$ cat config.mk
export PLATFORM = sky130hd
export DESIGN_NAME = mag_compare_seq
export DESIGN_NICKNAME = d
export VERILOG_FILES = /design/src/rtl/mag_compare_seq.sv
export SDC_FILE = /design/constraint.sdc
export NUM_CORES = 1
export LEC_CHECK = 0
export ABC_AREA = 0
export CELL_PAD_IN_SITES_DETAIL_PLACEMENT = 2
export CELL_PAD_IN_SITES_GLOBAL_PLACEMENT = 2
export CORE_ASPECT_RATIO = 1.75
export CORE_MARGIN = 3
export CORE_UTILIZATION = 39
export CTS_BUF_LIST = sky130_fd_sc_hd__clkbuf_8
export DETAILED_ROUTE_END_ITERATION = 12
export HOLD_SLACK_MARGIN = 0.1
export PLACE_DENSITY_LB_ADDON = 0.08
export REMOVE_ABC_BUFFERS = 1
export SETUP_SLACK_MARGIN = 0.02
export SYNTH_ARGS = -nofsm -noshare
export SYNTH_HDL_FRONTEND = slang
export SYNTH_SLANG_ARGS = --single-unit
$ cat constraint.sdc
create_clock -name clk -period 5.2 [get_ports clk]
set_input_delay 0.78 -clock clk [delete_from_list [all_inputs] [get_ports clk]]
set_output_delay 0.78 -clock clk [all_outputs]
set_load 0.05 [all_outputs]
$ cat src/rtl/mag_compare_seq.sv
// Multi-byte magnitude-compare sequencer: one 8-bit compare slice walked MSB->LSB with early exit.
// Optional two's-complement ordering when CMP_SIGNED_EN is defined; unsigned otherwise.
module mag_compare_seq #(
  parameter int WIDTH = 32,
  localparam int NB = WIDTH / 8,
  localparam int IDX_W = (NB > 1) ? $clog2(NB) : 1
) (
  input  logic             clk,
  input  logic             reset_n,
  input  logic             start,
  input  logic [WIDTH-1:0] a,
  input  logic [WIDTH-1:0] b,
  input  logic             enable,
  input  logic             res_ready,
  output logic             busy,
  output logic             res_valid,
  output logic             lt,
  output logic             gt,
  output logic             eq,
  output logic [IDX_W-1:0] dec_idx
);

  typedef enum logic [1:0] {
    S_IDLE,
    S_RUN,
    S_DONE
  } state_t;

  localparam logic [IDX_W-1:0] LAST_IDX = IDX_W'(NB - 1);

  state_t           r_state;
  logic [WIDTH-1:0] r_opA;
  logic [WIDTH-1:0] r_opB;
  logic [IDX_W-1:0] r_idx;

  logic [WIDTH-1:0] w_shA;
  logic [WIDTH-1:0] w_shB;
  logic [7:0]       w_byteA;
  logic [7:0]       w_byteB;
  logic             w_aLess;
  logic             w_aGreater;

  assign w_shA   = r_opA >> {r_idx, 3'b000};
  assign w_shB   = r_opB >> {r_idx, 3'b000};
  assign w_byteA = w_shA[7:0];
  assign w_byteB = w_shB[7:0];

  // Byte slice; in the signed build a sign mismatch on the top byte overrides the magnitude.
  always_comb begin
    w_aLess    = (w_byteA < w_byteB);
    w_aGreater = (w_byteA > w_byteB);
`ifdef CMP_SIGNED_EN
    if ((r_idx == LAST_IDX) && (r_opA[WIDTH-1] != r_opB[WIDTH-1])) begin
      w_aLess    = r_opA[WIDTH-1];
      w_aGreater = r_opB[WIDTH-1];
    end
`endif
  end

  always_ff @(posedge clk or negedge reset_n) begin
    if (!reset_n) begin
      r_state   <= S_IDLE;
      r_opA     <= '0;
      r_opB     <= '0;
      r_idx     <= '0;
      busy      <= 1'b0;
      res_valid <= 1'b0;
      lt        <= 1'b0;
      gt        <= 1'b0;
      eq        <= 1'b0;
      dec_idx   <= '0;
    end else begin
      case (r_state)
        S_IDLE: begin
          if (start) begin
            r_opA   <= a;
            r_opB   <= b;
            r_idx   <= LAST_IDX;
            busy    <= 1'b1;
            r_state <= S_RUN;
          end
        end
        S_RUN: begin
          if (enable) begin
            if (w_aGreater) begin
              gt        <= 1'b1;
              dec_idx   <= r_idx;
              res_valid <= 1'b1;
              r_state   <= S_DONE;
            end else if (w_aLess) begin
              lt        <= 1'b1;
              dec_idx   <= r_idx;
              res_valid <= 1'b1;
              r_state   <= S_DONE;
            end else if (r_idx == '0) begin
              eq        <= 1'b1;
              dec_idx   <= '0;
              res_valid <= 1'b1;
              r_state   <= S_DONE;
            end else begin
              r_idx <= r_idx - IDX_W'(1);
            end
          end
        end
        S_DONE: begin
          if (res_ready) begin
            lt        <= 1'b0;
            gt        <= 1'b0;
            eq        <= 1'b0;
            res_valid <= 1'b0;
            busy      <= 1'b0;
            r_state   <= S_IDLE;
          end
        end
        default: r_state <= S_IDLE;
      endcase
    end
  end

endmodule

==> results of run 1 <==
## final timing paths
kind,start,endpoint,slack (ps)
max in group asynchronous,reset_n,r_idx[1]$_DFFE_PN0P_,4000
worst max register to register,r_idx[0]$_DFFE_PN0P_,r_idx[0]$_DFFE_PN0P_,1830
worst min-delay path,r_opB[11]$_DFFE_PN0P_,r_opB[11]$_DFFE_PN0P_,510
worst min register to register,r_opB[11]$_DFFE_PN0P_,r_opB[11]$_DFFE_PN0P_,510
min in group asynchronous,reset_n,r_opA[0]$_DFFE_PN0P_,540
worst max-delay path,r_idx[0]$_DFFE_PN0P_,r_idx[0]$_DFFE_PN0P_,1830
## kinds of logic (layout without fill, tap and decap cells)
group	after synthesis	after routing	share of synthesized area [%]
AOI/OAI and AO/OA	38	38	7.70
and+or+nand+nor	27	27	3.61
adders and majority gates	12	12	4.13
DFF	75	75	51.6
muxes	80	80	29.7
buffers and inverters	28	108	3.27
## metal layers
metal | share of wire [%] | global-route usage, % | vias up
met4 | 2.4 | 9.37 | 0
met3 | 2.4 | 2.15 | 12
li1 | - | - | 1106
met5 | 0 | 0 | -
met1 | 36 | 20.5 | 1248
met2 | 59 | 34.4 | 48
## registers in the layout, indices dropped and copies added, names as in the netlist
signal / count
busy: 1
dec_idx: 2
eq: 1
gt: 1
lt: 1
r_idx: 2
r_opA: 32
r_opB: 32
r_state: 2
res_valid: 1
## cell usage in the layout (no fill, tap or decap), types with 2 or more instances in the layout
master           Yosys  layout
clkdlybuf4s50_1      0      74
nor2_1               4       4
nand4_1              4       4
o21ai_0              5       5
a31oi_1              2       2
inv_1               17      17
mux2_2              64      64
o211ai_1             4       4
a22o_1               2       2
nand3_1              3       3
nand2b_1             2       2
mux4_2              16      16
clkbuf_8             0      11
buf_4                1       2
clkinvlp_4           0       2
a21o_1               3       3
o2111ai_1            2       2
nand2_1             12      11
dfrtp_1             75      75
a21oi_1              7       7
ha_1                12      12
## final cells by class
cell class              instances  area share (%)
clock buffers                  11            3.23
clock inverters                 4            1.07
inverters                      17            1.36
multi-input cells             157            35.1
flip-flops and latches         75            40.0
well taps                     120            3.20
repair buffers                 76            16.1
## power by group through the flow
stage          combinational [mW]  sequential [mW]  clock (mW)
2_1_floorplan               0.855             1.06           0
3_3_place_gp                 1.16             1.05           0
3_5_place_dp                 1.22             1.07           0
4_1_cts                      1.22             1.06       0.476
5_1_grt                      1.32             1.10       0.502
6_report                     1.19             1.05       0.457
## per-stage QoR
stage / setup slack, ps / hold slack (ps) / std cells / cell area, um^2
after detailed placement: 1780 / 491 / 445 / 4490
after global placement: 1860 / 483 / 445 / 4490
after global routing: 1470 / 518 / 460 / 4690
final: 1830 / 506 / 460 / 4690
after floorplan: 2250 / 474 / 249 / 3580
after CTS: 1690 / 508 / 460 / 4690
==> summary.txt, run 1 <==
Power
  • Clk pwr share: ~17%
  • Total Power: around 2.7 mW
  • Combinational power share: ~44%
  • Sw frac: approximately a third
  • Sequential power share: roughly 40%
  • Power per cell area: 576 nW/um^2
  • P_int: between 1.5 and 2 mW
  • Pleak: 1.99 nW
  • Net Sw Power: ~0.92 mW
  • VDD IR-drop max: ~0.00022 V

Placement
  • IO Port Bufs: 75
  • DP HPWL: 6680 um
  • RD Place Congestion: roughly 0.75

Clocking
  • Reg clk slew, reported paths: around 80 ps
  • CTS root buf: clkbuf_8
  • Clock sinks: between 70 and 80
  • CTS Buf Count: 9
  • Post-CTS Resized: 0
  • Worst skew pair latency: between 300 and 400 ps
  • Post-CTS Setup Bufs: 0
  • # H-tree levels: 3
  • Cts hold-fix bufs: 0
  • TritonCTS clock tree: yes
  • Maximum root-to-sink buffer count: 2

Setup path
  • CP max-delay cell: dfrtp_1
  • Crit-path leading delay family: compound AO/OA/AOI/OAI gates
  • Crit Path Class: reg2reg
  • Critical Path AT: 3620 ps
  • Reg2Reg Depth: 8
  • Worst setup SP type: flop
  • Endpoint class of the critical path: flop
  • Crit Path Max Fanout: 18
  • Stages on worst setup path: 8
  • Crit-path cells: mux4_2, inv_1, ha_1, a21oi_1, o21ai_1, o31ai_2, a21boi_1, a21o_1
  • Crit path required time: 5450 ps
  • Max stage delay on crit path: ~1100 ps
  • Buf/Inv on CP: 1

Floorplanning
  • Die span in x: 79.0 um
  • Die Y: 134 um
  • Die Footprint: 10,600 um^2
  • Core area: 9090 um^2
  • Initial Util: 40.0%
  • Io pins: 76
  • Row cnt: between 40 and 50

Route
  • Initial DRT Pass Iterations: 2
  • DR vias: about 2,400
  • Post-route ant nets: 0
  • DR iter-0 viols: 39
  • Total wire length: roughly 8800 um
  • DRC Markers: 0
  • Post-DR vias/cell: 5.25
  • DR WL/cell: 19.1 um

Logic synthesis
  • Post-synth EDFFs: 0
  • Seq cells post-synth: between 70 and 80
  • Async SR Flop Fraction: 100%
  • Register area share after synthesis: about half
  • Cell taking the most area after synthesis: dfrtp_1
  • Yosys top cell area share: around 52%
  • Synth top cells by count: dfrtp_1, mux2_2, inv_1
  • Most frequent cell after synthesis: dfrtp_1
  • Top FF cell, synth: dfrtp_1
  • Distinct cells, synth: 36
  • Mean Syn Cell Area: between 10 and 15 um^2
  • Synth Cell Area: ~3600 um^2
  • Top cells by area, synth: dfrtp_1, mux2_2, mux4_2, ha_1, inv_1
  • Gate Count Post-Synth: 260
  • Ys Warns: 0

Final layout
  • # diodes: 0
  • Share of layout cells above drive strength 1: between 30% and 40%
  • Multi-input logic area: around 1600 um^2
  • Synth-to-layout area growth: 29.0%
  • Fill cells: between 900 and 1,000
  • Seq. cell area: ~1900 um^2
  • # nets final: ~420
  • Finished Core Util: 51.6%

GRT
  • Largest net degree at the start of global routing: 76
  • Initial antenna violation count: 0
  • First-pass GRT wire length: around 15,000 um
  • Vias in the first global route: 2,870
  • Total GRT Usage: between 10% and 20%
  • Total gr overflow: 0

STA
  • Final worst path period share: about two thirds
  • Endpoints failing hold: 0
  • Worst Tran Pin Value: roughly 1100 ps
  • Max-slew violations: 0
  • Tmin final: around 3400 ps
  • TNS Setup: 0 ps
  • RSZ-0062 raised after global routing: false
  • Fmax: approximately 300 MHz
  • Relative slew slack: between 20% and 30%
  • Final Setup Violations: 0
  • Setup Skew: 8.17 ps

Worst hold path
  • Hold/Removal Path Class: reg2reg
  • Worst hold path depth: 1

Flow run
  • Max-Cap Viols: 0

Outcome
  • Outcome: completed
Power figures use the tool's default switching activity.
==> run 2, diff against run 1 <==
CORE_UTILIZATION = 36   (was 39)
clock period = 3.2 ns   (was 5.2 ns; I/O delays follow)
==> run 2 against run 1 <==
Net effect:
- power is 68% higher
- maximum frequency is 22% higher
- non-clock buffer count is 3 higher
- sequential power is 58% higher
- routed wire length is 1.5% higher
- register-to-register slack worse by 1400 ps
- largest cell class unchanged
- clock-buffer cell count is 2 lower
- critical path type unchanged
- utilization is 2.1 points lower
- clock skew is 2.2 ps higher
- cell area is 1.8% higher
- via count is 1.7% higher
- sequential share of layout area is 0.69 points lower
==> summary.txt, run 2 (synthesis results as in run 1) <==
Outcome
  • Outcome: completed (unchanged)

Power
  • Pleak: 2.05 nW (was 1.99 nW)
  • Power per cell area: 950 nW/um^2 (was 576 nW/um^2)
  • VDD IR-drop max: 0.000466 V (was 0.000216 V)

Route
  • Initial DRT Pass Iterations: 4 (was 2)
  • Post-DR vias/cell: 5.27 (was 5.25)
  • Post-route ant nets: 0 (unchanged)
  • DR vias: 2,454 (was 2,414)
  • Total wire length: 8920 um (was 8790 um)
  • DRC Markers: 0 (unchanged)
  • DR WL/cell: 19.1 um (about the same)
  • DR iter-0 viols: 55 (was 39)

Final layout
  • Share of layout cells above drive strength 1: 29.9% (was 30.0%)
  • # diodes: 0 (unchanged)
  • Most frequent cells in the layout: dfrtp_1, clkdlybuf4s50_1, mux2_2 (unchanged)
  • Largest regs: r_opA: 32 flops, r_opB: 32 flops (unchanged)
  • # nets final: 420 (was 417)
  • Synth-to-layout area growth: 31.3% (was 29.0%)
  • Cell area after layout: 4780 um^2 (was 4690 um^2)
  • Fill cells: 979 (was 921)
  • Most common cell after layout, fill and taps aside: dfrtp_1 (unchanged)

STA
  • Worst Tran Pin Value: 979 ps (was 1130 ps)
  • Endpoints failing hold: 0 (unchanged)
  • Final Setup Violations: 0 (unchanged)
  • Final worst path period share: 86.4% (was 64.9%)
  • Setup ws final: 435 ps (was 1830 ps)
  • Relative slew slack: 34.7% (was 24.4%)
  • RSZ-0062 raised after global routing: false (unchanged)
  • Setup Skew: 10.4 ps (was 8.17 ps)
  • TNS Setup: 0 ps (unchanged)
  • Tmin final: 2770 ps (was 3370 ps)
  • WHS: 246 ps (was 506 ps)
  • Fmax: 362 MHz (was 296 MHz)
  • Max-slew violations: 0 (unchanged)

Floorplanning
  • Initial Util: 37.7% (was 40.0%)
  • Die Y: 139 um (was 134 um)
  • Row cnt: 47 (was 46)
  • Core area: 9640 um^2 (was 9090 um^2)
  • Io pins: 76 (unchanged)
  • Die span in x: 82.0 um (was 79.0 um)
  • Die Footprint: 11,400 um^2 (was 10,600 um^2)

Placement
  • Post-DP Area: 4540 um^2 (was 4490 um^2)
  • Placement Setup Slack: 464 ps (was 1780 ps)
  • RD Place Congestion: 0.718 (was 0.749)
  • IO Port Bufs: 75 (unchanged)
  • DP HPWL: 6710 um (was 6680 um)

Setup path
  • Crit Path Max Fanout: 10 (was 18)
  • Critical Path AT: 3010 ps (was 3620 ps)
  • Worst setup SP type: flop (unchanged)
  • Crit path required time: 3450 ps (was 5450 ps)
  • Crit Path Class: reg2reg (unchanged)
  • Endpoint class of the critical path: flop (unchanged)
  • Reg-to-Reg Start: r_idx[0]$_DFFE_PN0P_ (unchanged)
  • Worst Setup SP: r_idx[0]$_DFFE_PN0P_ (unchanged)

Worst hold path
  • Hold/Removal Path Class: in2async (was reg2reg)

Flow run
  • Max-Cap Viols: 0 (unchanged)

Clocking
  • TritonCTS clock tree: yes (unchanged)
  • # H-tree levels: 3 (unchanged)
  • Post-CTS Resized: 0 (unchanged)
  • Reg clk slew, reported paths: 80 ps (about the same)
  • Post-CTS Setup Bufs: 0 (unchanged)
  • Clock sinks: 75 (unchanged)
  • Cts hold-fix bufs: 0 (unchanged)
  • Maximum root-to-sink buffer count: 2 (unchanged)
  • CTS Buf Count: 9 (unchanged)
  • Worst skew pair latency: 360 ps (was 350 ps)
  • CTS root buf: clkbuf_8 (unchanged)

GRT
  • Total GRT Usage: 17.1% (was 18.6%)
  • Total gr overflow: 0 (unchanged)
  • Vias in the first global route: 2,849 (was 2,870)
  • Largest net degree at the start of global routing: 76 (unchanged)
  • Initial antenna violation count: 0 (unchanged)
  • First-pass GRT wire length: 14,600 um (was 14,700 um)
run 2: cell types whose count changed in the layout (fill, tap and decap cells not counted), sizes merged:
cell	change
buf	+3
inv	+3
bufinv	+2
clkbuf	-2
clkinvlp	-2
run 2: final timing paths:
path / slack [ps] / cells after the start / to
min in group clk: 510 / 1 / r_opB[14]$_DFFE_PN0P_
min: 250 / 1 / r_opA[3]$_DFFE_PN0P_
min reg2reg: 510 / 1 / r_opB[14]$_DFFE_PN0P_
max: 430 / 8 / dec_idx[0]$_DFFE_PN0P_
max reg2reg: 430 / 8 / dec_idx[0]$_DFFE_PN0P_
max in group asynchronous: 2280 / 1 / lt$_DFFE_PN0P_
run 2: worst max-delay path: stages (launching register included):
cell	delay, ps
dfrtp_1	360
buf_4	240
mux4_2	530
ha_1	330
nand4_1	190
nor2_1	260
o31a_1	370
nor2_1	120
a22o_1	240
run 2: stage by stage:
stage | power (mW) | instances | utilization (%)
global placement | 3.63 | 450 | 47.1
detailed placement | 3.73 | 450 | 47.1
global route | 4.87 | 466 | 49.5
CTS | 4.62 | 466 | 49.5
floorplan | 3.11 | 249 | -
finish | 4.54 | 466 | 49.5
run 2: cell type report:
cell class,count,area (um^2),area share (%)
timing repair buffer,79,803,16.8
sequential,75,1880,39.3
clock buffer,9,124,2.59
multi-input combinational,157,1650,34.5
inverter,17,63.8,1.34
clock inverter,7,110,2.31
tap,122,153,3.20
run 2: report_power, final:
| group | switching [mW] | leakage, nW | internal (mW) |
|---|---|---|---|
| logic | 0.912 | 1.05 | 1.10 |
| clock network | 0.358 | 0.127 | 0.511 |
| registers | 0.247 | 0.872 | 1.41 |
| total | 1.52 | 2.05 | 3.02 |
run 2: routing by layer:
metal  track usage (%)  part of all wire, %  wire length [um]  vias to the layer above
met3              3.12                  3.0               265                       12
met1              18.5                   37              3320                     1275
li1                  -                    -                 -                     1116
met5                 0                    0                 0                        -
met4              7.18                  2.1               188                        0
met2              31.2                   58              5150                       51
==> run 3, diff against run 2 <==
SKIP_CTS_REPAIR_TIMING = 1   (was default)
SLEW_MARGIN = 20   (was default)
==> run 3 against run 2 <==
Net effect:
- critical endpoint unchanged
- critical path depth unchanged
- clock-buffer cell count unchanged
- non-clock buffer count rose by 2
- cell count grew 0.43%
==> summary.txt, run 3 (synthesis results as in run 1) <==
STA
  • Worst Tran Pin Value: 513 ps (was 979 ps)
  • Endpoints failing hold: 0 (unchanged)
  • Final Setup Violations: 0 (unchanged)
  • Tmin final: 2760 ps (was 2770 ps)
  • Final worst path period share: 86.4% (about the same)
  • Setup Skew: 10.4 ps (about the same)
  • Relative slew slack: 65.7% (was 34.7%)
  • Max-slew violations: 0 (unchanged)
  • TNS Setup: 0 ps (unchanged)
  • Fmax: 362 MHz (about the same)
  • RSZ-0062 raised after global routing: false (unchanged)

Power
  • VDD IR-drop max: 0.000466 V (about the same)
  • Combinational power share: 44.4% (was 44.3%)
  • Power per cell area: 945 nW/um^2 (was 950 nW/um^2)
  • Clk pwr share: 19.0% (was 19.1%)
  • Sw frac: 33.5% (was 33.4%)
  • Net Sw Power: 1.52 mW (about the same)
  • Sequential power share: 36.6% (about the same)
  • Pleak: 2.06 nW (was 2.05 nW)
  • P_int: 3.03 mW (was 3.02 mW)
  • Total Power: 4.55 mW (was 4.54 mW)

Final layout
  • Most common cell after layout, fill and taps aside: dfrtp_1 (unchanged)
  • Fill cells: 979 (unchanged)
  • Finished Core Util: 49.9% (was 49.5%)
  • # diodes: 0 (unchanged)
  • Most frequent cells in the layout: dfrtp_1, clkdlybuf4s50_1, mux2_2 (unchanged)
  • Share of layout cells above drive strength 1: 30.1% (was 29.9%)
  • Largest regs: r_opA: 32 flops, r_opB: 32 flops (unchanged)
  • # nets final: 422 (was 420)
  • Synth-to-layout area growth: 32.3% (was 31.3%)

Worst hold path
  • Hold/Removal Path Class: reg2reg (was in2async)
  • Worst Hold Path EP: r_opB[16]$_DFFE_PN0P_
  • Hold path startpoint: r_opB[16]$_DFFE_PN0P_
  • Worst hold path depth: 1

Clocking
  • # H-tree levels: 3 (unchanged)
  • Maximum root-to-sink buffer count: 2 (unchanged)
  • Worst skew pair latency: 360 ps (about the same)
  • CTS root buf: clkbuf_8 (unchanged)
  • TritonCTS clock tree: yes (unchanged)
  • Clock sinks: 75 (unchanged)
  • Reg clk slew, reported paths: 80 ps (about the same)
  • CTS Buf Count: 9 (unchanged)

Route
  • Total wire length: 8950 um (was 8920 um)
  • Initial DRT Pass Iterations: 4 (unchanged)
  • DRC Markers: 0 (unchanged)
  • Post-DR vias/cell: 5.27 (about the same)
  • DR iter-0 viols: 65 (was 55)
  • DR vias: 2,466 (was 2,454)
  • Post-route ant nets: 0 (unchanged)
  • DR WL/cell: 19.1 um (about the same)

Setup path
  • Reg-to-Reg Start: r_idx[0]$_DFFE_PN0P_ (unchanged)
  • Worst R2R End: dec_idx[0]$_DFFE_PN0P_ (unchanged)
  • Endpoint class of the critical path: flop (unchanged)
  • Crit-path leading delay family: compound AO/OA/AOI/OAI gates (unchanged)
  • Reg2Reg Depth: 8 (unchanged)
  • R2r setup slk: 440 ps (was 430 ps)
  • CP max-delay cell: mux4_2 (unchanged)
  • Critical Path AT: 3010 ps (about the same)
  • CP most frequent cell: nor2_1 (unchanged)
  • Max stage delay on crit path: 530 ps (about the same)
  • Crit Path Max Fanout: 10 (unchanged)
  • Crit Path Class: reg2reg (unchanged)
  • Worst Setup SP: r_idx[0]$_DFFE_PN0P_ (unchanged)
  • Crit path required time: 3450 ps (about the same)
  • Worst setup SP type: flop (unchanged)
  • Buf/Inv on CP: 1 (unchanged)
  • Crit-path cells: buf_4, mux4_2, ha_1, nand4_1, nor2_1, o31a_1, nor2_1, a22o_1 (unchanged)

Outcome
  • Outcome: completed (unchanged)

GRT
  • Largest net degree at the start of global routing: 76 (unchanged)
  • First-pass GRT wire length: 14,600 um (unchanged)
  • Total gr overflow: 0 (unchanged)
  • Met2 usage: 31.2% (unchanged)
  • Met3 usage: 3.12% (unchanged)
  • Grt peak-use layer: met2 (unchanged)
  • Vias in the first global route: 2,849 (unchanged)
  • GR Util met1: 18.5% (unchanged)
  • Total GRT Usage: 17.1% (unchanged)
  • Initial antenna violation count: 0 (unchanged)

Floorplanning
  • Row cnt: 47 (unchanged)
  • Die Footprint: 11,400 um^2 (unchanged)
  • Die span in x: 82.0 um (unchanged)
  • Initial Util: 37.7% (unchanged)
  • Die Y: 139 um (unchanged)
  • Io pins: 76 (unchanged)
  • Core area: 9640 um^2 (unchanged)

Placement
  • IO Port Bufs: 75 (unchanged)
  • DP HPWL: 6710 um (unchanged)
  • RD Place Congestion: 0.718 (unchanged)

Flow run
  • Max-Cap Viols: 0 (unchanged)
-- run 3: cell count changes in the layout (fill, tap and decap cells not counted), sizes merged --
cell | before | now
dlygate4sd3 | 0 | 1
buf | 5 | 6
-- run 3: power groups by stage --
stage / Sequential, mW / Clock (mW) / Combinational [mW]
4_1_cts: 1.67 / 0.899 / 2.06
6_report: 1.66 / 0.866 / 2.02
3_3_place_gp: 1.67 / 0 / 1.96
5_1_grt: 1.73 / 0.937 / 2.21
3_5_place_dp: 1.69 / 0 / 2.04
2_1_floorplan: 1.72 / 0 / 1.39
-- run 3: routing by layer --
| layer | part of all wire [%] | vias to the layer above |
|---|---|---|
| met3 | 2.9 | 12 |
| met2 | 58 | 52 |
| met1 | 37 | 1277 |
| li1 | - | 1125 |
| met5 | 0 | - |
| met4 | 2.1 | 0 |
-- run 3: per-stage QoR --
stage | instance area [um^2] | hold WS (ps) | setup slack (ps) | std cells
3_3_place_gp | 4540 | 482 | 499 | 450
6_report | 4810 | 506 | 437 | 468
3_5_place_dp | 4540 | 490 | 464 | 450
5_1_grt | 4810 | 523 | 250 | 468
2_1_floorplan | 3580 | 184 | 251 | 249
4_1_cts | 4780 | 313 | 428 | 466
-- run 3: area by class of cell --
cell class              instances  area (um^2)  area share [%]
flip-flops and latches         75         1880            39.0
multi-input cells             157         1650            34.2
repair buffers                 81          841            17.5
well taps                     122          153            3.17
clock buffers                   9          124            2.57
clock inverters                 7          110            2.29
inverters                      17         63.8            1.33
-- run 3: worst max-delay path by stage --
stage | to | slack [ps] | cells past startpoint
after CTS | dec_idx[0]$_DFFE_PN0P_ | 430 | 8
after floorplan | dec_idx[0]$_DFFE_PN0P_ | 250 | 7
after global routing | dec_idx[0]$_DFFE_PN0P_ | 250 | 8
final | dec_idx[0]$_DFFE_PN0P_ | 440 | 8
after detailed placement | dec_idx[0]$_DFFE_PN0P_ | 460 | 8
after global placement | dec_idx[0]$_DFFE_PN0P_ | 500 | 9
